==> src/rtl/modexp_pkg.sv <==
// Shared types and constants for the modular exponentiation engine.
package modexp_pkg;

    localparam int unsigned DEF_WIDTH = 128;

    localparam logic [DEF_WIDTH-1:0] ONE = DEF_WIDTH'(1);

    typedef enum logic [2:0] {
        IDLE   = 3'd0,
        REDUCE = 3'd1,
        SQR    = 3'd2,
        MUL    = 3'd3,
        DONE   = 3'd4
    } state_e;

endpackage

==> src/rtl/modexp_modmul.sv <==
// Bit-serial interleaved modular multiplier: acc = x*y mod p in WIDTH cycles,
// scanning y MSB first. The first step is taken on the edge that samples go.
module modmul
    import modexp_pkg::*;
#(
    parameter int unsigned WIDTH = DEF_WIDTH
) (
    input  logic             clk,
    input  logic             rst_n,
    input  logic             go,
    input  logic [WIDTH-1:0] x,
    input  logic [WIDTH-1:0] y,
    input  logic [WIDTH-1:0] p,
    output logic [WIDTH-1:0] acc,
    output logic             done
);

    localparam int unsigned CNT_W = $clog2(WIDTH);

    logic [WIDTH-1:0] x_q;
    logic [WIDTH-1:0] y_q;
    logic [CNT_W-1:0] cnt;
    logic             busy;
    logic [WIDTH-1:0] step_c;

    // One interleaved step: double, reduce, conditionally add x, reduce.
    function automatic logic [WIDTH-1:0] mm_step(
        input logic [WIDTH-1:0] acc_i,
        input logic [WIDTH-1:0] x_i,
        input logic [WIDTH-1:0] p_i,
        input logic             bit_i
    );
        logic [WIDTH:0] t;
        t = {acc_i, 1'b0};
        if (t >= {1'b0, p_i}) t = t - {1'b0, p_i};
        if (bit_i)            t = t + {1'b0, x_i};
        if (t >= {1'b0, p_i}) t = t - {1'b0, p_i};
        return WIDTH'(t);
    endfunction

    // On go the accumulator is treated as zero and operands come straight from the ports.
    always_comb begin
        step_c = '0;
        if (go) step_c = mm_step('0, x, p, y[WIDTH-1]);
        else    step_c = mm_step(acc, x_q, p, y_q[WIDTH-1]);
    end

    always_ff @(posedge clk or negedge rst_n) begin
        if (!rst_n) begin
            acc  <= '0;
            x_q  <= '0;
            y_q  <= '0;
            cnt  <= '0;
            busy <= 1'b0;
            done <= 1'b0;
        end else begin
            done <= 1'b0;
            if (go) begin
                acc  <= step_c;
                x_q  <= x;
                y_q  <= {y[WIDTH-2:0], 1'b0};
                cnt  <= CNT_W'(WIDTH - 1);
                busy <= 1'b1;
            end else if (busy) begin
                acc <= step_c;
                y_q <= {y_q[WIDTH-2:0], 1'b0};
                cnt <= cnt - CNT_W'(1);
                if (cnt == CNT_W'(1)) begin
                    busy <= 1'b0;
                    done <= 1'b1;
                end
            end
        end
    end

endmodule

==> src/rtl/modexp.sv <==
// Left-to-right square-and-multiply modular exponentiation, res = a^b mod p,
// sequencing one modmul back-to-back through REDUCE, SQR and MUL.
module modexp
    import modexp_pkg::*;
#(
    parameter int unsigned WIDTH = DEF_WIDTH
) (
    input  logic             clk,
    input  logic             rst_n,
    input  logic             start,
    input  logic [WIDTH-1:0] a,
    input  logic [WIDTH-1:0] b,
    input  logic [WIDTH-1:0] p,
    output logic [WIDTH-1:0] res,
    output logic             valid
);

    localparam int unsigned IDX_W = $clog2(WIDTH);
    localparam logic [WIDTH-1:0] ONE_W = WIDTH'(ONE);

    state_e state, state_nxt;

    logic [WIDTH-1:0] b_q;
    logic [WIDTH-1:0] p_q;
    logic [WIDTH-1:0] base;
    logic [WIDTH-1:0] r;
    logic [IDX_W-1:0] idx;

    logic             go_c;
    logic [WIDTH-1:0] x_c;
    logic [WIDTH-1:0] y_c;
    logic [WIDTH-1:0] p_c;
    logic             accept_c;
    logic             load_base_c;
    logic             load_r_c;
    logic             dec_idx_c;
    logic             finish_c;
    logic             zero_done_c;

    logic [WIDTH-1:0] mm_acc;
    logic             mm_done;

    // The modulus is taken from the port on the accepting edge, afterwards from the latch.
    assign p_c = (state == IDLE) ? p : p_q;

    modmul #(.WIDTH(WIDTH)) u_modmul (
        .clk   (clk),
        .rst_n (rst_n),
        .go    (go_c),
        .x     (x_c),
        .y     (y_c),
        .p     (p_c),
        .acc   (mm_acc),
        .done  (mm_done)
    );

    always_ff @(posedge clk or negedge rst_n) begin
        if (!rst_n) state <= IDLE;
        else        state <= state_nxt;
    end

    always_comb begin
        state_nxt = state;
        unique case (state)
            IDLE:    if (start) state_nxt = (p > ONE_W) ? REDUCE : DONE;
            REDUCE:  if (mm_done) state_nxt = SQR;
            SQR: begin
                if (mm_done) begin
                    if (b_q[idx])               state_nxt = MUL;
                    else if (idx == IDX_W'(0))  state_nxt = DONE;
                    else                        state_nxt = SQR;
                end
            end
            MUL:     if (mm_done) state_nxt = (idx == IDX_W'(0)) ? DONE : SQR;
            // A degenerate job enters with valid low and spends one extra cycle raising it.
            DONE:    state_nxt = valid ? IDLE : DONE;
            default: state_nxt = IDLE;
        endcase
    end

    always_comb begin
        go_c        = 1'b0;
        x_c         = '0;
        y_c         = '0;
        accept_c    = 1'b0;
        load_base_c = 1'b0;
        load_r_c    = 1'b0;
        dec_idx_c   = 1'b0;
        finish_c    = 1'b0;
        zero_done_c = 1'b0;
        unique case (state)
            IDLE: begin
                if (start) begin
                    accept_c = 1'b1;
                    if (p > ONE_W) begin
                        go_c = 1'b1;
                        x_c  = ONE_W;
                        y_c  = a;
                    end
                end
            end
            REDUCE: begin
                if (mm_done) begin
                    load_base_c = 1'b1;
                    go_c        = 1'b1;
                    x_c         = r;
                    y_c         = r;
                end
            end
            SQR: begin
                if (mm_done) begin
                    load_r_c = 1'b1;
                    if (b_q[idx]) begin
                        go_c = 1'b1;
                        x_c  = base;
                        y_c  = mm_acc;
                    end else if (idx != IDX_W'(0)) begin
                        dec_idx_c = 1'b1;
                        go_c      = 1'b1;
                        x_c       = mm_acc;
                        y_c       = mm_acc;
                    end else begin
                        finish_c = 1'b1;
                    end
                end
            end
            MUL: begin
                if (mm_done) begin
                    load_r_c = 1'b1;
                    if (idx != IDX_W'(0)) begin
                        dec_idx_c = 1'b1;
                        go_c      = 1'b1;
                        x_c       = mm_acc;
                        y_c       = mm_acc;
                    end else begin
                        finish_c = 1'b1;
                    end
                end
            end
            DONE:    zero_done_c = !valid;
            default: ;
        endcase
    end

    // Datapath registers; r starts at 1, or 0 for a degenerate modulus.
    always_ff @(posedge clk or negedge rst_n) begin
        if (!rst_n) begin
            b_q   <= '0;
            p_q   <= '0;
            base  <= '0;
            r     <= '0;
            idx   <= '0;
            res   <= '0;
            valid <= 1'b0;
        end else begin
            valid <= 1'b0;
            if (accept_c) begin
                b_q <= b;
                p_q <= p;
                idx <= IDX_W'(WIDTH - 1);
                r   <= (p > ONE_W) ? ONE_W : '0;
            end
            if (load_base_c) base <= mm_acc;
            if (load_r_c)    r    <= mm_acc;
            if (dec_idx_c)   idx  <= idx - IDX_W'(1);
            if (finish_c) begin
                res   <= mm_acc;
                valid <= 1'b1;
            end
            if (zero_done_c) begin
                res   <= r;
                valid <= 1'b1;
            end
        end
    end

endmodule

==> config.mk <==
export PLATFORM = sky130hd
export DESIGN_NAME = modexp
export DESIGN_NICKNAME = d
export VERILOG_FILES = /design/src/rtl/modexp_pkg.sv /design/src/rtl/modexp_modmul.sv /design/src/rtl/modexp.sv
export SDC_FILE = /design/constraint.sdc
export NUM_CORES = 2
export LEC_CHECK = 0
export CAP_MARGIN = 20
export CORE_MARGIN = 2
export CORE_UTILIZATION = 42
export CTS_CLUSTER_SIZE = 30
export DETAILED_ROUTE_END_ITERATION = 7
export PLACE_DENSITY_LB_ADDON = 0.1
export SYNTH_ARGS = -nofsm -noshare
export SYNTH_HDL_FRONTEND = slang
export SYNTH_SLANG_ARGS = --single-unit
==> constraint.sdc <==
create_clock -name clk -period 35.5 [get_ports clk]
set_input_delay 10.65 -clock clk [delete_from_list [all_inputs] [get_ports clk]]
set_output_delay 10.65 -clock clk [all_outputs]
set_load 0.01 [all_outputs]
==> results.toml <==
[run_status]
status = "finished, violations left"
violations = "design-rule violations"

[drt]
ant_nets = 0
viasPerCell = 6.60
highest_layer = "met5"
drtIter0Drc = 15400
drc_errors = 7
met1_length_um = 219000
wl_met2_um = 176000
drtPass1Iterations = 8
wl_per_cell_um = 31.2
vias = 104000
wl_um = 492000
met3_length_um = 75400

[worst_setup_path]
arrival_ps = 26560
startpoint_type = "input port"
cp_slowest_cell = "a2111oi_0"
crit_required_ps = 36170
critPathMaxFanout = 39
path_buf_inv = 6
criticalPathCategory = "input port to flip-flop"
critical_path.top_delay_family = "compound AO/OA/AOI/OAI gates"
worstSetupEndpointType = "flip-flop"
max_stage_delay_ps = 1130

[synthesis]
synth_nets = 13600
synth-seq-cells = 1043
yosys_warnings = 0
synth_edf_count = 0
postSynthAreaPerCell_um2 = 7.75
ys_types = 97
synthFlopType = "dfrtp_1"
syn_inst = 12500
synth_area_um2 = 97000
yosysSeqAreaShare_pct = 26.9
async_flop_share_pct = 100

[clocking]
cts_root_buffer = "clkbuf_16"
ctsResizeCount = 0
clock_sinks = 1043
htree_levels = 3
numCtsBuffers = 121
cts_hold_buf = 0
cts_tree = "yes"
insertion_delay_ps = 850
clock_tree.buffer_depth = 3
postCtsSetupBuffers = 0
clk_pin_slew_ps = 60

[global_route]
grt_max_degree = 130
grt_pass1_vias = 94500
grt_remaining_overflow = 0
globalRouteTotalUtil_pct = 40.0
antenna_found_initial = 39
grt_pass1_wl_um = 687000

[cells_and_area]
nNetsFinal = 13600
instances_no_fill = 15700
area_growth_pct = 12.9
final_layout_size_suffix_gt1_share_pct = 7.21
fillCellCount = 22700

[placement]
post-place-ws_ps = 9350
dp.cells = 15500
dp_hpwl_um = 398000
gp_congestion = 1.06
port-buffer-count = 515

[die]
fp.coreArea_um2 = 230000
rows = 176
start_util_pct = 42.2
ios = 516
die_width_um = 485
die_area_um2 = 235000
die_y_um = 485

[timing]
post-route-period-util_pct = 72.9
rsz0062_at_grt = "false"
fmax_mhz = 38.6
hold_viol = 0
finalCriticalPeriod_ps = 25890
setup_ws_ps = 9610
relSlewSlack_pct = 7.64
finalClockSkew_ps = 68.6
setup_viol_count_final = 0
drv_slew = 0
setup_tns_ps = 0
tightest_slew_ps = 1380

[worst_hold_path]
hold_path_class = "flip-flop to flip-flop"

[run]
cap_violations = 0
[path summary, 6_finish.rpt]
check	from	endpoint	slack, ps	cells after the start
max	p[39]	u_modmul.acc[5]	9610	41
min	b_q[94]	b_q[94]	460	2
max reg2reg	state[2]	u_modmul.acc[5]	17710	43
min reg2reg	b_q[94]	b_q[94]	460	2
max in group asynchronous	rst_n	idx[0]	21060	6
min in group asynchronous	rst_n	res[20]	9800	1
[cells by family after synthesis]
group	count (synthesis)	share of synthesized area [%]
AOI/OAI and AO/OA	4003	26.4
adders and majority gates	649	8.41
and+or+nand+nor	4389	20.4
DFF	1043	26.9
buffers and inverters	1140	4.53
xor gates and xnor gates	604	5.45
muxes	688	7.88
[tightest hold or removal path, delay by kind of cell (launching register included)]
kind             cells  cell delay, ps
and+or+nand+nor      2             100
DFF                  1             330
[cells in the mapped netlist, types with 20 or more instances]
cell | instances | area share (%)
o211ai_1 | 78 | 0.60
buf_2 | 51 | 0.26
nor2_1 | 691 | 2.7
o21bai_1 | 186 | 1.4
dfrtp_1 | 1043 | 27
o22ai_1 | 25 | 0.16
o31ai_1 | 84 | 0.65
nand3_1 | 418 | 2.2
a221o_1 | 145 | 1.5
ha_1 | 644 | 8.3
o221ai_1 | 28 | 0.25
mux2_2 | 197 | 2.3
or2_2 | 28 | 0.18
a222oi_1 | 127 | 1.3
mux4_2 | 41 | 0.95
xnor2_1 | 355 | 3.2
a31oi_1 | 121 | 0.78
a21boi_0 | 58 | 0.45
a21oi_1 | 1234 | 6.4
o21ai_0 | 969 | 5.0
nand2_1 | 2158 | 8.4
nor2b_1 | 56 | 0.36
buf_1 | 63 | 0.24
and2_1 | 184 | 1.2
a211o_1 | 28 | 0.25
o31a_1 | 20 | 0.18
or3_1 | 54 | 0.35
nor4_1 | 109 | 0.70
and4_1 | 34 | 0.31
and3_1 | 73 | 0.47
nand2b_1 | 56 | 0.36
mux2i_1 | 450 | 4.6
nor3_1 | 169 | 0.87
xor2_1 | 249 | 2.2
a221oi_1 | 43 | 0.39
a31o_2 | 24 | 0.22
clkbuf_1 | 801 | 3.1
a21o_1 | 438 | 3.4
a311oi_1 | 20 | 0.18
inv_1 | 214 | 0.83
a211oi_1 | 73 | 0.57
nand4_1 | 281 | 1.8
o21a_1 | 105 | 0.81
[routing by layer]
metal	vias up	track usage, %
li1	45900	-
met1	50800	60.0
met2	6519	49.7
met3	688	16.2
met4	6	14.7
met5	-	0
[stage by stage]
step	cell area, um^2	util (%)	hold slack [ps]
after floorplan	97000	-	440
after global placement	105000	45.7	454
after detailed placement	105000	45.8	457
after CTS	109000	47.6	471
after global routing	109000	47.6	483
final	110000	47.6	465
[placed cells by master, fill, tap and decap left out, types with 73 or more instances in the layout]
cell and instances:
o21a_1 104, a31oi_1 121, nand2_1 2154, clkdlybuf4s50_1 514, buf_4 348, dfrtp_1 1040
a222oi_1 127, nor4_1 104, o21bai_1 185, clkbuf_16 121, o211ai_1 78, inv_1 213
a21oi_1 1233, ha_1 644, nand4_1 281, a211oi_1 73, xor2_1 247, nor2_1 688
nor3_1 167, mux2i_1 450, a221o_1 145, o21ai_0 950, xnor2_1 355, and2_1 182
o31ai_1 82, mux2_2 197, a21o_1 438, nand3_1 418
[state kept, by name (all words and copies together), names as in the netlist]
register,count
u_modmul.y_q,127
res,128
u_modmul.cnt,7
idx,7
p_q,128
state,3
u_modmul.x_q,128
u_modmul.acc,128
u_modmul.busy,1
u_modmul.done,1
r,128
base,128
valid,1
b_q,128
[layout make-up]
| cell class | count | area [um^2] | area share (%) |
|---|---|---|---|
| timing repair buffer | 880 | 7950 | 7.26 |
| clock buffer | 181 | 3520 | 3.22 |
| multi-input combinational | 10300 | 66800 | 61.0 |
| antenna | 22 | 55.1 | 0.0503 |
| sequential | 1043 | 26100 | 23.8 |
| tap | 3026 | 3790 | 3.46 |
| clock inverter | 40 | 514 | 0.470 |
| inverter | 215 | 807 | 0.737 |
Power is left out: the tool's default activity adds up to more than one toggle a clock period on the data nets, which glitch-free logic cannot reach.
